## src/rtl/cpu_pkg.sv

```systemverilog
// Shared CPU definitions for the memory-access stage.
//   WORD_W          : datapath word width
//   F3_*            : RV32I load/store funct3 encodings
//   lsu_state_t     : load/store unit FSM state encoding
//   norm_funct3     : folds unused encodings (011, 11x) onto W
//   store_strb/data : byte strobes and lane-replicated write data for stores
//   is_misaligned   : alignment check used when misalignment trapping is built in
package cpu_pkg;

  localparam int WORD_W = 32;

  localparam logic [2:0] F3_B  = 3'b000;
  localparam logic [2:0] F3_H  = 3'b001;
  localparam logic [2:0] F3_W  = 3'b010;
  localparam logic [2:0] F3_BU = 3'b100;
  localparam logic [2:0] F3_HU = 3'b101;

  typedef enum logic [1:0] {
    IDLE   = 2'd0,
    ACCESS = 2'd1,
    RESP   = 2'd2
  } lsu_state_t;

  function automatic logic [2:0] norm_funct3(input logic [2:0] f3);
    case (f3)
      F3_B, F3_H, F3_BU, F3_HU: return f3;
      default:                  return F3_W;
    endcase
  endfunction

  // Stores only look at the size bits, so BU/HU encodings behave as B/H.
  function automatic logic [3:0] store_strb(input logic [2:0] f3, input logic [1:0] a);
    case (f3[1:0])
      2'b00:   return 4'b0001 << a;
      2'b01:   return a[1] ? 4'b1100 : 4'b0011;
      default: return 4'b1111;
    endcase
  endfunction

  function automatic logic [WORD_W-1:0] store_data(input logic [2:0] f3,
                                                   input logic [WORD_W-1:0] wd);
    case (f3[1:0])
      2'b00:   return {4{wd[7:0]}};
      2'b01:   return {2{wd[15:0]}};
      default: return wd;
    endcase
  endfunction

  function automatic logic is_misaligned(input logic [2:0] f3, input logic [1:0] a);
    case (f3)
      F3_H, F3_HU: return a[0];
      F3_W:        return a != 2'b00;
      default:     return 1'b0;
    endcase
  endfunction

endpackage

```

## src/rtl/lsu_load_align.sv

```systemverilog
// Combinational load alignment: selects the addressed byte/halfword from a
// read word and sign- or zero-extends it.
//   rdata  : word returned by memory
//   addr   : low two bits of the byte address
//   funct3 : normalized load funct3 (B, H, W, BU, HU)
//   data   : extended load result
module lsu_load_align
  import cpu_pkg::*;
(
  input  logic [WORD_W-1:0] rdata,
  input  logic [1:0]        addr,
  input  logic [2:0]        funct3,
  output logic [WORD_W-1:0] data
);

  logic [WORD_W-1:0] lane;

  always_comb begin
    lane = rdata;
    case (funct3)
      F3_B, F3_BU: lane = rdata >> {addr, 3'b000};
      F3_H, F3_HU: lane = rdata >> {addr[1], 4'b0000};
      default:     lane = rdata;
    endcase
  end

  always_comb begin
    data = lane;
    case (funct3)
      F3_B:    data = {{24{lane[7]}}, lane[7:0]};
      F3_BU:   data = {24'b0, lane[7:0]};
      F3_H:    data = {{16{lane[15]}}, lane[15:0]};
      F3_HU:   data = {16'b0, lane[15:0]};
      default: data = lane;
    endcase
  end

endmodule

```

## src/rtl/load_store_unit.sv

```systemverilog
// Memory-access stage: takes one load/store from execute, runs a registered
// request/acknowledge transaction on the data-memory port, then reports a
// load result to writeback or a store completion.
//   clk, rst (async, active-low)
//   req_*  : operation from execute, accepted while req_ready=1
//   mem_*  : data-memory port; mem_req held until mem_ack
//   wb_*   : load result; wb_valid is a one-cycle pulse, wb_rd/wb_data hold
//   st_done: one-cycle pulse when a store completes
//   fault  : one-cycle misalignment pulse, only when LSU_MISALIGN_TRAP_EN is
//            defined; otherwise tied low and low address bits are ignored
//
// state  | meaning
// IDLE   | req_ready=1, waiting for an operation
// ACCESS | mem_req high, waiting for mem_ack
// RESP   | drive wb_valid or st_done on the next edge, then back to IDLE
module load_store_unit
  import cpu_pkg::*;
#(
  parameter int ADDR_W = 32,
  parameter int DATA_W = 32
) (
  input  logic              clk,
  input  logic              rst,
  input  logic              req_valid,
  output logic              req_ready,
  input  logic              req_store,
  input  logic [2:0]        req_funct3,
  input  logic [ADDR_W-1:0] req_addr,
  input  logic [DATA_W-1:0] req_wdata,
  input  logic [4:0]        req_rd,
  output logic              mem_req,
  output logic              mem_we,
  output logic [ADDR_W-1:0] mem_addr,
  output logic [3:0]        mem_wstrb,
  output logic [DATA_W-1:0] mem_wdata,
  input  logic              mem_ack,
  input  logic [DATA_W-1:0] mem_rdata,
  output logic              wb_valid,
  output logic [4:0]        wb_rd,
  output logic [DATA_W-1:0] wb_data,
  output logic              st_done,
  output logic              fault
);

  lsu_state_t        state, state_nxt;
  logic [2:0]        f3_in, f3_q;
  logic [1:0]        lane_q;
  logic              store_q;
  logic [4:0]        rd_q;
  logic [DATA_W-1:0] rdata_q;
  logic [DATA_W-1:0] load_data;
  logic              accept;
  logic              misaligned;

  assign f3_in     = norm_funct3(req_funct3);
  assign req_ready = (state == IDLE);
  assign accept    = req_ready && req_valid;

`ifdef LSU_MISALIGN_TRAP_EN
  logic fault_q;
  assign misaligned = is_misaligned(f3_in, req_addr[1:0]);
  assign fault      = fault_q;

  always_ff @(posedge clk or negedge rst) begin
    if (!rst) fault_q <= 1'b0;
    else      fault_q <= accept && misaligned;
  end
`else
  assign misaligned = 1'b0;
  assign fault      = 1'b0;
`endif

  always_ff @(posedge clk or negedge rst) begin
    if (!rst) state <= IDLE;
    else      state <= state_nxt;
  end

  always_comb begin
    state_nxt = state;
    case (state)
      IDLE:    if (req_valid && !misaligned) state_nxt = ACCESS;
      ACCESS:  if (mem_ack) state_nxt = RESP;
      RESP:    state_nxt = IDLE;
      default: state_nxt = IDLE;
    endcase
  end

  lsu_load_align u_align (
    .rdata  (rdata_q),
    .addr   (lane_q),
    .funct3 (f3_q),
    .data   (load_data)
  );

  always_ff @(posedge clk or negedge rst) begin
    if (!rst) begin
      f3_q      <= F3_W;
      lane_q    <= 2'b00;
      store_q   <= 1'b0;
      rd_q      <= 5'd0;
      rdata_q   <= '0;
      mem_req   <= 1'b0;
      mem_we    <= 1'b0;
      mem_addr  <= '0;
      mem_wstrb <= 4'b0000;
      mem_wdata <= '0;
      wb_valid  <= 1'b0;
      wb_rd     <= 5'd0;
      wb_data   <= '0;
      st_done   <= 1'b0;
    end else begin
      wb_valid <= 1'b0;
      st_done  <= 1'b0;

      if (accept && !misaligned) begin
        f3_q      <= f3_in;
        lane_q    <= req_addr[1:0];
        store_q   <= req_store;
        rd_q      <= req_rd;
        mem_req   <= 1'b1;
        mem_we    <= req_store;
        mem_addr  <= {req_addr[ADDR_W-1:2], 2'b00};
        mem_wstrb <= req_store ? store_strb(f3_in, req_addr[1:0]) : 4'b0000;
        mem_wdata <= req_store ? store_data(f3_in, req_wdata) : '0;
      end

      // Read data is captured raw; extension happens from the registered copy.
      if (state == ACCESS && mem_ack) begin
        mem_req <= 1'b0;
        rdata_q <= mem_rdata;
      end

      if (state == RESP) begin
        if (store_q) begin
          st_done <= 1'b1;
        end else begin
          wb_valid <= 1'b1;
          wb_rd    <= rd_q;
          wb_data  <= load_data;
        end
      end
    end
  end

endmodule

```

## config.mk

```make
export PLATFORM = sky130hd
export DESIGN_NAME = load_store_unit
export DESIGN_NICKNAME = d
export VERILOG_FILES = /design/src/rtl/cpu_pkg.sv /design/src/rtl/lsu_load_align.sv /design/src/rtl/load_store_unit.sv
export SDC_FILE = /design/constraint.sdc
export NUM_CORES = 1
export LEC_CHECK = 0
export ABC_AREA = 1
export BUFFER_PORTS_ARGS = -buffer_cell sky130_fd_sc_hd__buf_2
export CELL_PAD_IN_SITES_DETAIL_PLACEMENT = 1
export CELL_PAD_IN_SITES_GLOBAL_PLACEMENT = 1
export CORE_MARGIN = 3
export CORE_UTILIZATION = 34
export CTS_BUF_LIST = sky130_fd_sc_hd__clkbuf_8
export DETAILED_ROUTE_END_ITERATION = 8
export PLACE_DENSITY_LB_ADDON = 0.1
export SKIP_CTS_REPAIR_TIMING = 1
export SLEW_MARGIN = 10
export SYNTH_ARGS = -nofsm -noshare
export SYNTH_HDL_FRONTEND = slang
export SYNTH_SLANG_ARGS = --single-unit
```

## constraint.sdc

```tcl
create_clock -name clk -period 1.5 [get_ports clk]
set_clock_uncertainty 0.15 [all_clocks]
set_input_delay 0.225 -clock clk [delete_from_list [all_inputs] [get_ports clk]]
set_output_delay 0.225 -clock clk [all_outputs]
set_load 0.02 [all_outputs]
```

==> results of run 1 <==
==> power breakdown <==
part	internal (W)	switching (W)	total, W
clock	0.00140	0.00177	0.00317
sequential	0.00578	0.00124	0.00702
combinational	0.00360	0.00544	0.00904
total	0.0108	0.00845	0.0192
==> cells by family (layout without fill, tap and decap cells) <==
logic type,count (synthesis),after routing,synth area share [%]
flip-flops,151,151,56.1
buffers and inverters,107,492,6.87
AO/OA/AOI/OAI,135,135,11.8
other,1,3,0.0556
AND/OR/NAND/NOR,406,408,25.2
==> worst paths after layout <==
kind | from | cells after the start | slack (ns) | end
worst max-delay path | state[1]$_DFFE_PN0P_ | 8 | -0.15 | wb_data[11]$_DFFE_PN0P_
worst min-delay path | req_store | 4 | 0.07 | store_q$_DFFE_PN0P_
worst max register to register | state[1]$_DFFE_PN0P_ | 8 | -0.15 | wb_data[11]$_DFFE_PN0P_
worst min register to register | mem_addr[19]$_DFFE_PN0P_ | 2 | 0.33 | mem_addr[19]$_DFFE_PN0P_
max in group asynchronous | rst | 3 | 0.61 | wb_data[28]$_DFFE_PN0P_
min in group asynchronous | rst | 2 | 0.10 | wb_data[2]$_DFFE_PN0P_
==> layout make-up <==
class,count,share of cell area [%]
inverters,59,2.31
repair buffers,401,28.9
multi-input cells,546,26.6
clock buffers,18,2.32
well taps,260,3.05
flip-flops and latches,151,35.5
clock inverters,14,1.33
==> per-layer routing <==
layer  GRT usage [%]  vias to the layer above  share of wire (%)
li1                -                     3315                  -
met1            25.1                     3393                 40
met2            35.5                      197                 53
met3            7.62                       30                6.0
met4            5.13                        0                1.4
met5               0                        -                  0
==> stage by stage <==
stage               total power [W]  worst slack [ns]  util (%)  hold WS [ns]  instances
detailed placement           0.0149            -0.205      45.0        0.0169       1292
floorplan                    0.0115           -0.0463         -        -0.221        802
global route                 0.0205            -0.237      55.9        0.0469       1449
CTS                          0.0182            -0.193      47.0        -0.489       1324
finish                       0.0192            -0.146      55.9        0.0675       1449
global placement             0.0148            -0.124      45.0        0.0191       1292
==> cell usage in the layout (no fill, tap or decap), types with 5 or more instances in the layout <==
master,n
buf_6,13
buf_4,48
nand3_1,37
or2_2,24
clkbuf_8,18
inv_1,52
clkinv_4,7
nand4_1,5
o21ai_0,39
inv_6,5
dfrtp_1,147
o21ai_1,5
nand3_2,8
nand2_1,286
dlygate4sd3_1,104
nor2_1,25
o31ai_4,6
buf_12,13
a21oi_1,42
a22o_1,8
buf_2,213
o211ai_1,17
clkbuf_16,6
==> registers in the layout, indices dropped and copies added, names as in the netlist <==
register   count
f3_q           3
lane_q         2
mem_addr      30
mem_req        1
mem_wdata     32
mem_wstrb      4
rd_q           5
rdata_q       32
st_done        1
state          2
store_q        1
wb_data       32
wb_rd          5
wb_valid       1
==> critical path, cell delays in order (launching register included) <==
cell and delay [ns]:
dfrtp_1 0.38, inv_1 0.07, nor2_2 0.13, nand2_4 0.09, buf_12 0.16, buf_4 0.17, a21oi_1 0.15, o21a_1 0.16
a21oi_1 0.07
==> flow_metrics.tcl, run 1 <==
set metrics [dict create \
    rows 50 \
    antenna_cells 0 \
    cts_buffer_depth 2 \
    layout_setup_ws_ns -0.146 \
    min_period_over_period_pct 110 \
    synth-edff-count 0 \
    clock_sinks 151 \
    violations "negative setup slack" \
    synthTopCellsByCount "293 x nand2_1, 150 x dfrtp_1, 56 x inv_1, 48 x o21ai_0, 47 x a21oi_1" \
    syn-instance-count 800 \
    portBuffers 216 \
    synth_seq_cells 151 \
    nNetsFinal 1285 \
    avgRoutedWirePerCell_um 18.1 \
    fin_area_um2 10700 \
    vias_per_cell 4.79 \
    layout_min_cycle_time_ns 1.65 \
    grt_max_degree 45 \
    yosysTopAreaCellShare_pct 55.7 \
    grt.total_usage_pct 20.9 \
    worstSkewPairLatency_ns 0.46 \
    first_iter_violations 263 \
    crit_path_max_fanout 14 \
    path_class "reg2reg" \
    rsz0062_at_grt "true" \
    cp.arrival_ns 1.84 \
    yosysMostFrequentCell "nand2_1" \
    clk_pin_slew_ns 0.09 \
    cts-buffers-inserted 17 \
    ys.warnings.count 0 \
    multiInputGateArea_um2 2830 \
    nFillCells 2234 \
    hpwl_mm 16.7 \
    htreeDepth 4 \
    die_h_um 147 \
    drt_first_pass_iters 6 \
    cts_tree "done" \
    start_kind "flop" \
    vias 6935 \
    yosysUniqueCellTypes 32 \
    grt-ovfl-total 0 \
    async_flop_share_pct 100 \
    finalWirelength_mm 26.3 \
    fmax_mhz 607 \
    fin_setup_tns_ns -3.76 \
    core-area_um2 19100 \
    drv_cap 0 \
    placed_area_um2 8580 \
    syn2layout_area_growth_pct 58.1 \
    ir_worst_vdd_mv 0.868 \
    synth_ff_type "dfrtp_1" \
    postSynthAreaPerCell_um2 8.43 \
    worst_ep_required_time_ns 1.69 \
    io_pins 220 \
    drc_errors 0 \
    seq_area_frac_synth_pct 56.1 \
    grt_pass1_vias 6792 \
    root_buffer "clkbuf_8" \
    hold_class "in2reg" \
    antenna_found_initial 0 \
    yosys-top-cells-area "dfrtp_1 56%, nand2_1 16%, o21ai_0 3.6%, a21oi_1 3.5%, nand3_1 3.3%" \
    place_congestion 0.852 \
    synth_top_area_cell "dfrtp_1" \
    final-seq-area_um2 3780 \
    die-area_um2 21600 \
    die_x_um 147 \
    syn_area_um2 6740 \
    leakagePower_nw 5.55 \
    hold_violations 0 \
    slew_viol_final 0 \
    p_per_area_nw_per_um2 1800 \
    layout-drive-gt1-share_pct 34.7 \
    finalSetupViolCount 63 \
    start_util_pct 35.3 \
    run_status "finished, violations left" \
    grt_pass1_wl_mm 36.0 \
    end_kind "flop" \
    ant_nets 0 \
]
No activity file was read; power rests on OpenSTA's default activity.
==> inputs of run 2 (changes only) <==
- ABC_AREA: 1 -> default
- CORE_UTILIZATION: 34 -> 35
==> run 2 against run 1 <==
Net effect: hold slack lost 0.073 ns; the run ends with negative hold slack, negative setup slack left; sequential cell count stayed put; wire length is 6.2% lower; combinational power rose by 22%; first-iteration DRC count is 27% lower; power increased by 13%; synthesized cell count down 20%; clock-buffer cell count is 1 lower; critical path type is now reg2out.
==> flow_metrics.tcl, run 2 <==
set metrics [dict create \
    vias_per_cell 4.98 \
    fin_area_um2 10700 \
    portBuffers 216 \
    drt_first_pass_iters 4 \
    multiInputGateArea_um2 3020 \
    hpwl_mm 15.1 \
    layout_min_cycle_time_ns 1.71 \
    synth-edff-count 0 \
    cp.arrival_ns 1.33 \
    die_h_um 143 \
    drc_errors 0 \
    cp_slowest_stage_delay_ns 0.41 \
    async_flop_share_pct 100 \
    p_seq_share_pct 34.9 \
    fmax_mhz 585 \
    syn-instance-count 643 \
    yosys-top-cells-area "dfrtp_1 57%, nand2_1 10%, mux2_2 7.7%, o21ai_0 2.9%, a21oi_1 2.5%" \
    end_kind "primary output" \
    placed_area_um2 8300 \
    syn2layout_area_growth_pct 63.6 \
    finalSetupViolCount 141 \
    grt_max_degree 52 \
    leakagePower_nw 5.22 \
    slowest_stage "dfrtp_1" \
    yosysUniqueCellTypes 40 \
    finalWirelength_mm 24.7 \
    vias 6280 \
    violations "negative hold slack, negative setup slack" \
    antenna_found_initial 2 \
    io_pins 220 \
    worst_ep_required_time_ns 1.12 \
    grt_pass1_vias 6251 \
    ir_worst_vdd_mv 1.10 \
    synthTopCellsByCount "178 x nand2_1, 150 x dfrtp_1, 45 x mux2_2, 43 x nor2_1, 38 x o21ai_0" \
    path_delay_family "flip-flops" \
    postSynthAreaPerCell_um2 10.2 \
    first_iter_violations 193 \
    p_comb_share_pct 50.7 \
    p_per_area_nw_per_um2 2020 \
    rsz0062_at_grt "true" \
    place_congestion 0.839 \
    clock_sinks 151 \
    crit_path_max_fanout 3 \
    start_util_pct 36.0 \
    p_clk_share_pct 14.4 \
    cpMostUsedCell "buf_6" \
    final_cell_mix "211 x buf_2, 146 x dfrtp_1, 145 x nand2_1, 101 x dlygate4sd3_1, 45 x mux2_2" \
    root_buffer "clkbuf_8" \
    synth_top_area_cell "dfrtp_1" \
    avgRoutedWirePerCell_um 19.6 \
    holdWs_ns -0.00563 \
    start_kind "flop" \
    yosysMostFrequentCell "nand2_1" \
    run_status "finished, violations left" \
    seq_area_frac_synth_pct 57.7 \
    core-area_um2 18200 \
    hold_class "in2reg" \
    drv_cap 0 \
    rows 49 \
    clk_pin_slew_ns 0.10 \
    nNetsFinal 1127 \
    layout_commonest_cell "buf_2" \
    cts_buffer_depth 2 \
    path_class "reg2out" \
    final-seq-area_um2 3780 \
    min_period_over_period_pct 114 \
    finish.utilization_pct 58.9 \
    worstSkewPairLatency_ns 0.46 \
    cts-buffers-inserted 17 \
    htreeDepth 4 \
    path_cells "buf_6, nor2_4, buf_6, buf_6" \
    rrSetupSlack_ns -0.19 \
    path_buf_inv 3 \
    layout_setup_ws_ns -0.209 \
    fin_setup_tns_ns -16.97 \
    layout-drive-gt1-share_pct 45.6 \
    die_x_um 143 \
    ys.warnings.count 0 \
    reg_top3 "mem_wdata x32, rdata_q x32, wb_data x32" \
    grt-ovfl-total 0 \
    grt.total_usage_pct 20.1 \
    synth_ff_type "dfrtp_1" \
    antenna_cells 0 \
    synth_seq_cells 151 \
    grt_pass1_wl_mm 32.6 \
    hold_violations 2 \
    die-area_um2 20400 \
    ant_nets 0 \
    power_w 0.0217 \
    yosysTopAreaCellShare_pct 57.3 \
    nFillCells 1957 \
    internal_power_w 0.0121 \
    cts_tree "done" \
    switching_share_pct 43.9 \
    slew_viol_final 0 \
    syn_area_um2 6560 \
    switchingPower_w 0.00952 \
]
[run 2: cell count changes after synthesis, moves of 11 or more]
cell,before,now
o211ai_1,17,0
mux2_2,0,45
a21oi_1,47,33
nor2b_1,0,24
nand2_1,293,178
nor2_1,29,43
or2_2,24,0
inv_1,56,5
mux2i_1,0,11
nand3_1,45,3
[run 2: power groups by stage]
| stage | clock [W] | combinational (W) | sequential [W] |
|---|---|---|---|
| final | 0.00311 | 0.0110 | 0.00757 |
| after global routing | 0.00341 | 0.0118 | 0.00781 |
| after CTS | 0.00320 | 0.00881 | 0.00742 |
| after detailed placement | 0 | 0.00879 | 0.00745 |
| after global placement | 0 | 0.00848 | 0.00739 |
| after floorplan | 0 | 0.00367 | 0.00884 |
[run 2: logic make-up after synthesis]
group | Yosys count | share of synthesized area [%]
mux | 57 | 9.75
flops | 151 | 57.7
buf+inv | 50 | 3.74
other cells | 1 | 0.0572
compound gates | 122 | 12.1
simple gates | 262 | 16.7
[run 2: per-layer routing]
layer | share of wire [%] | track usage (%)
met5 | 0.093 | 0
met4 | 1.4 | 3.75
met3 | 5.7 | 7.54
met2 | 54 | 35.2
met1 | 39 | 23.9
[run 2: final timing paths]
| check | startpoint | endpoint | depth (start not counted) |
|---|---|---|---|
| min in group asynchronous | rst | mem_wdata[30]$_DFFE_PN0P_ | 2 |
| worst min-delay path | req_wdata[19] | mem_wdata[19]$_DFFE_PN0P_ | 4 |
| worst max-delay path | state[0]$_DFFE_PN0P_ | req_ready | 4 |
| worst min register to register | wb_rd[1]$_DFFE_PN0P_ | wb_rd[1]$_DFFE_PN0P_ | 2 |
| max in group asynchronous | rst | wb_rd[2]$_DFFE_PN0P_ | 3 |
| worst max register to register | state[0]$_DFFE_PN0P_ | rdata_q[12]$_DFFE_PN0P_ | 8 |
[run 2: cell type report]
type / count / share of cell area, %
sequential: 151 / 35.3
clock inverter: 15 / 1.44
multi-input combinational: 445 / 28.2
inverter: 7 / 0.315
tap: 229 / 2.67
timing repair buffer: 396 / 29.9
clock buffer: 17 / 2.18
[run 2: per-stage QoR]
stage          hold WS (ns)  worst slack [ns]  std cells
3_5_place_dp        -0.0293            -0.240       1097
2_1_floorplan        -0.221            -0.101        645
4_1_cts              -0.538            -0.323       1129
5_1_grt             0.00442            -0.271       1260
6_report           -0.00563            -0.209       1260
3_3_place_gp        -0.0299            -0.157       1097
[run 2: worst min-delay path, stage by stage]
cell and delay (ns):
buf_2 0.08, mux2i_1 0.06, nor2_1 0.08, a22o_1 0.13
==> inputs of run 3 (changes only) <==
- CORE_UTILIZATION: 35 -> 42
- CTS_CLUSTER_DIAMETER: default -> 200
- REMOVE_ABC_BUFFERS: default -> 1
- clock period: 1.5 -> 2.1 ns (I/O delays scaled with it)
==> run 3 against run 2 <==
Net effect: highest routed layer is now met4; via count down 6.2%; largest cell class unchanged; largest power group unchanged; cell count down 7.4%; clock-buffer cell count up 1; hold slack better by 0.0076 ns; the run now ends clean; power down 36%; critical path type is now reg2reg; critical path depth up 1.
==> flow_metrics.tcl, run 3 (synthesis results as in run 2) <==
set metrics [dict create \
    final_cell_mix "215 x buf_2, 177 x nand2_1, 149 x dfrtp_1, 82 x dlygate4sd3_1, 45 x mux2_2" \
    finalSetupViolCount 0 \
    fmax_mhz 523 \
    vias 5893 \
    run_status "finished, final reports clean" \
    start_util_pct 43.0 \
    cts-buffers-inserted 17 \
    antenna_found_initial 1 \
    ir_worst_vdd_mv 0.836 \
    finish.utilization_pct 60.6 \
    worstSkewPairLatency_ns 0.47 \
    finalWirelength_mm 22.2 \
    top_usage_layer "met2" \
    p_per_area_nw_per_um2 1500 \
    grt_pass1_vias 6062 \
    start_kind "flop" \
    layout_min_cycle_time_ns 1.91 \
    core-area_um2 15300 \
    drt_first_pass_iters 4 \
    htreeDepth 4 \
    path_buf_inv 2 \
    nNetsFinal 1052 \
    grt-ovfl-total 0 \
    end_kind "flop" \
    crit_path_max_fanout 16 \
    grt_pass1_wl_mm 30.8 \
    avgRoutedWirePerCell_um 19.1 \
    clk_pin_slew_ns 0.08 \
    worst_slew_pin_slew_ns 0.693 \
    hold_class "in2reg" \
    leakagePower_nw 4.59 \
    die_x_um 131 \
    slew_viol_final 0 \
    holdWs_ns 0.00199 \
    path_delay_family "simple AND/OR/NAND/NOR gates" \
    p_clk_share_pct 19.1 \
    internal_power_w 0.00799 \
    cts_buffer_depth 2 \
    path_cells "or3b_1, clkinv_2, buf_4, nor2_1, a21oi_1" \
    switchingPower_w 0.00591 \
    cts_tree "done" \
    rows 45 \
    antenna_cells 0 \
    cp.arrival_ns 2.15 \
    switching_share_pct 42.5 \
    drv_cap 0 \
    worst_ep_required_time_ns 2.34 \
    vias_per_cell 5.05 \
    p_seq_share_pct 38.4 \
    die_h_um 131 \
    place_congestion 0.800 \
    max_slew_margin_pct 53.8 \
    path_class "reg2reg" \
    root_buffer "clkbuf_8" \
    die-area_um2 17100 \
    clock_sinks 151 \
    io_pins 220 \
    rsz0062_at_grt "false" \
    first_iter_violations 166 \
    slowest_stage "or3b_1" \
    p_comb_share_pct 42.5 \
    rrSetupSlack_ns 0.19 \
    syn2layout_area_growth_pct 41.0 \
    drc_errors 0 \
    reg_top3 "mem_wdata x32, rdata_q x32, wb_data x32" \
    gr-usage-met2_pct 39.0 \
    layout_commonest_cell "buf_2" \
    portBuffers 216 \
    hpwl_mm 14.4 \
    grt.met3_usage_pct 9.11 \
    cp_slowest_stage_delay_ns 0.54 \
    min_period_over_period_pct 91.0 \
    use_met1_pct 27.5 \
    grt.total_usage_pct 23.4 \
    grt_max_degree 80 \
    ant_nets 0 \
    layout-drive-gt1-share_pct 34.1 \
    hold_violations 0 \
]
==> run 3: cell type report <==
cell class	count	area, µm²
tap	211	264
multi-input combinational	444	2550
clock inverter	14	219
inverter	7	27.5
timing repair buffer	322	2150
fill	1735	6010
sequential	151	3780
clock buffer	18	248
==> run 3: metrics by stage <==
| step | std cells | TNS [ns] | total power (W) | instance area (µm²) | setup slack (ns) |
|---|---|---|---|---|---|
| detailed placement | 1052 | 0 | 0.0110 | 7930 | 0.0599 |
| global route | 1167 | 0 | 0.0148 | 9240 | 0.0388 |
| floorplan | 602 | -102.66 | 0.00862 | 6350 | -1.32 |
| CTS | 1084 | 0 | 0.0137 | 8390 | 0.0171 |
| global placement | 1052 | 0 | 0.0107 | 7930 | 0.196 |
| finish | 1167 | 0 | 0.0139 | 9240 | 0.188 |
==> run 3: layer usage <==
metal / up-vias / share of wire (%) / wire (µm)
met4: 0 / 2.0 / 447
li1: 2752 / - / -
met5: - / 0 / 0
met1: 2941 / 39 / 8780
met3: 32 / 6.1 / 1350
met2: 168 / 52 / 11700
==> run 3: worst min-delay path, stage by stage <==
cell     delay [ns]
buf_2          0.10
nor2b_1        0.10
o31ai_1        0.07
==> run 3: final timing paths <==
kind	from	end	cells past startpoint
worst max register to register	state[0]$_DFFE_PN0P_	wb_data[28]$_DFFE_PN0P_	5
max in group asynchronous	rst	mem_addr[25]$_DFFE_PN0P_	3
worst min-delay path	req_wdata[30]	mem_wdata[30]$_DFFE_PN0P_	3
worst min register to register	rd_q[1]$_DFFE_PN0P_	wb_rd[1]$_DFFE_PN0P_	2
min in group asynchronous	rst	wb_data[25]$_DFFE_PN0P_	2
worst max-delay path	state[0]$_DFFE_PN0P_	wb_data[28]$_DFFE_PN0P_	5
==> run 3: power groups by stage <==
stage / clock network [W] / logic, W / registers (W)
after CTS: 0.00269 / 0.00573 / 0.00529
after global routing: 0.00282 / 0.00647 / 0.00550
after floorplan: 0 / 0.00220 / 0.00642
after global placement: 0 / 0.00548 / 0.00523
final: 0.00266 / 0.00591 / 0.00533
after detailed placement: 0 / 0.00571 / 0.00531
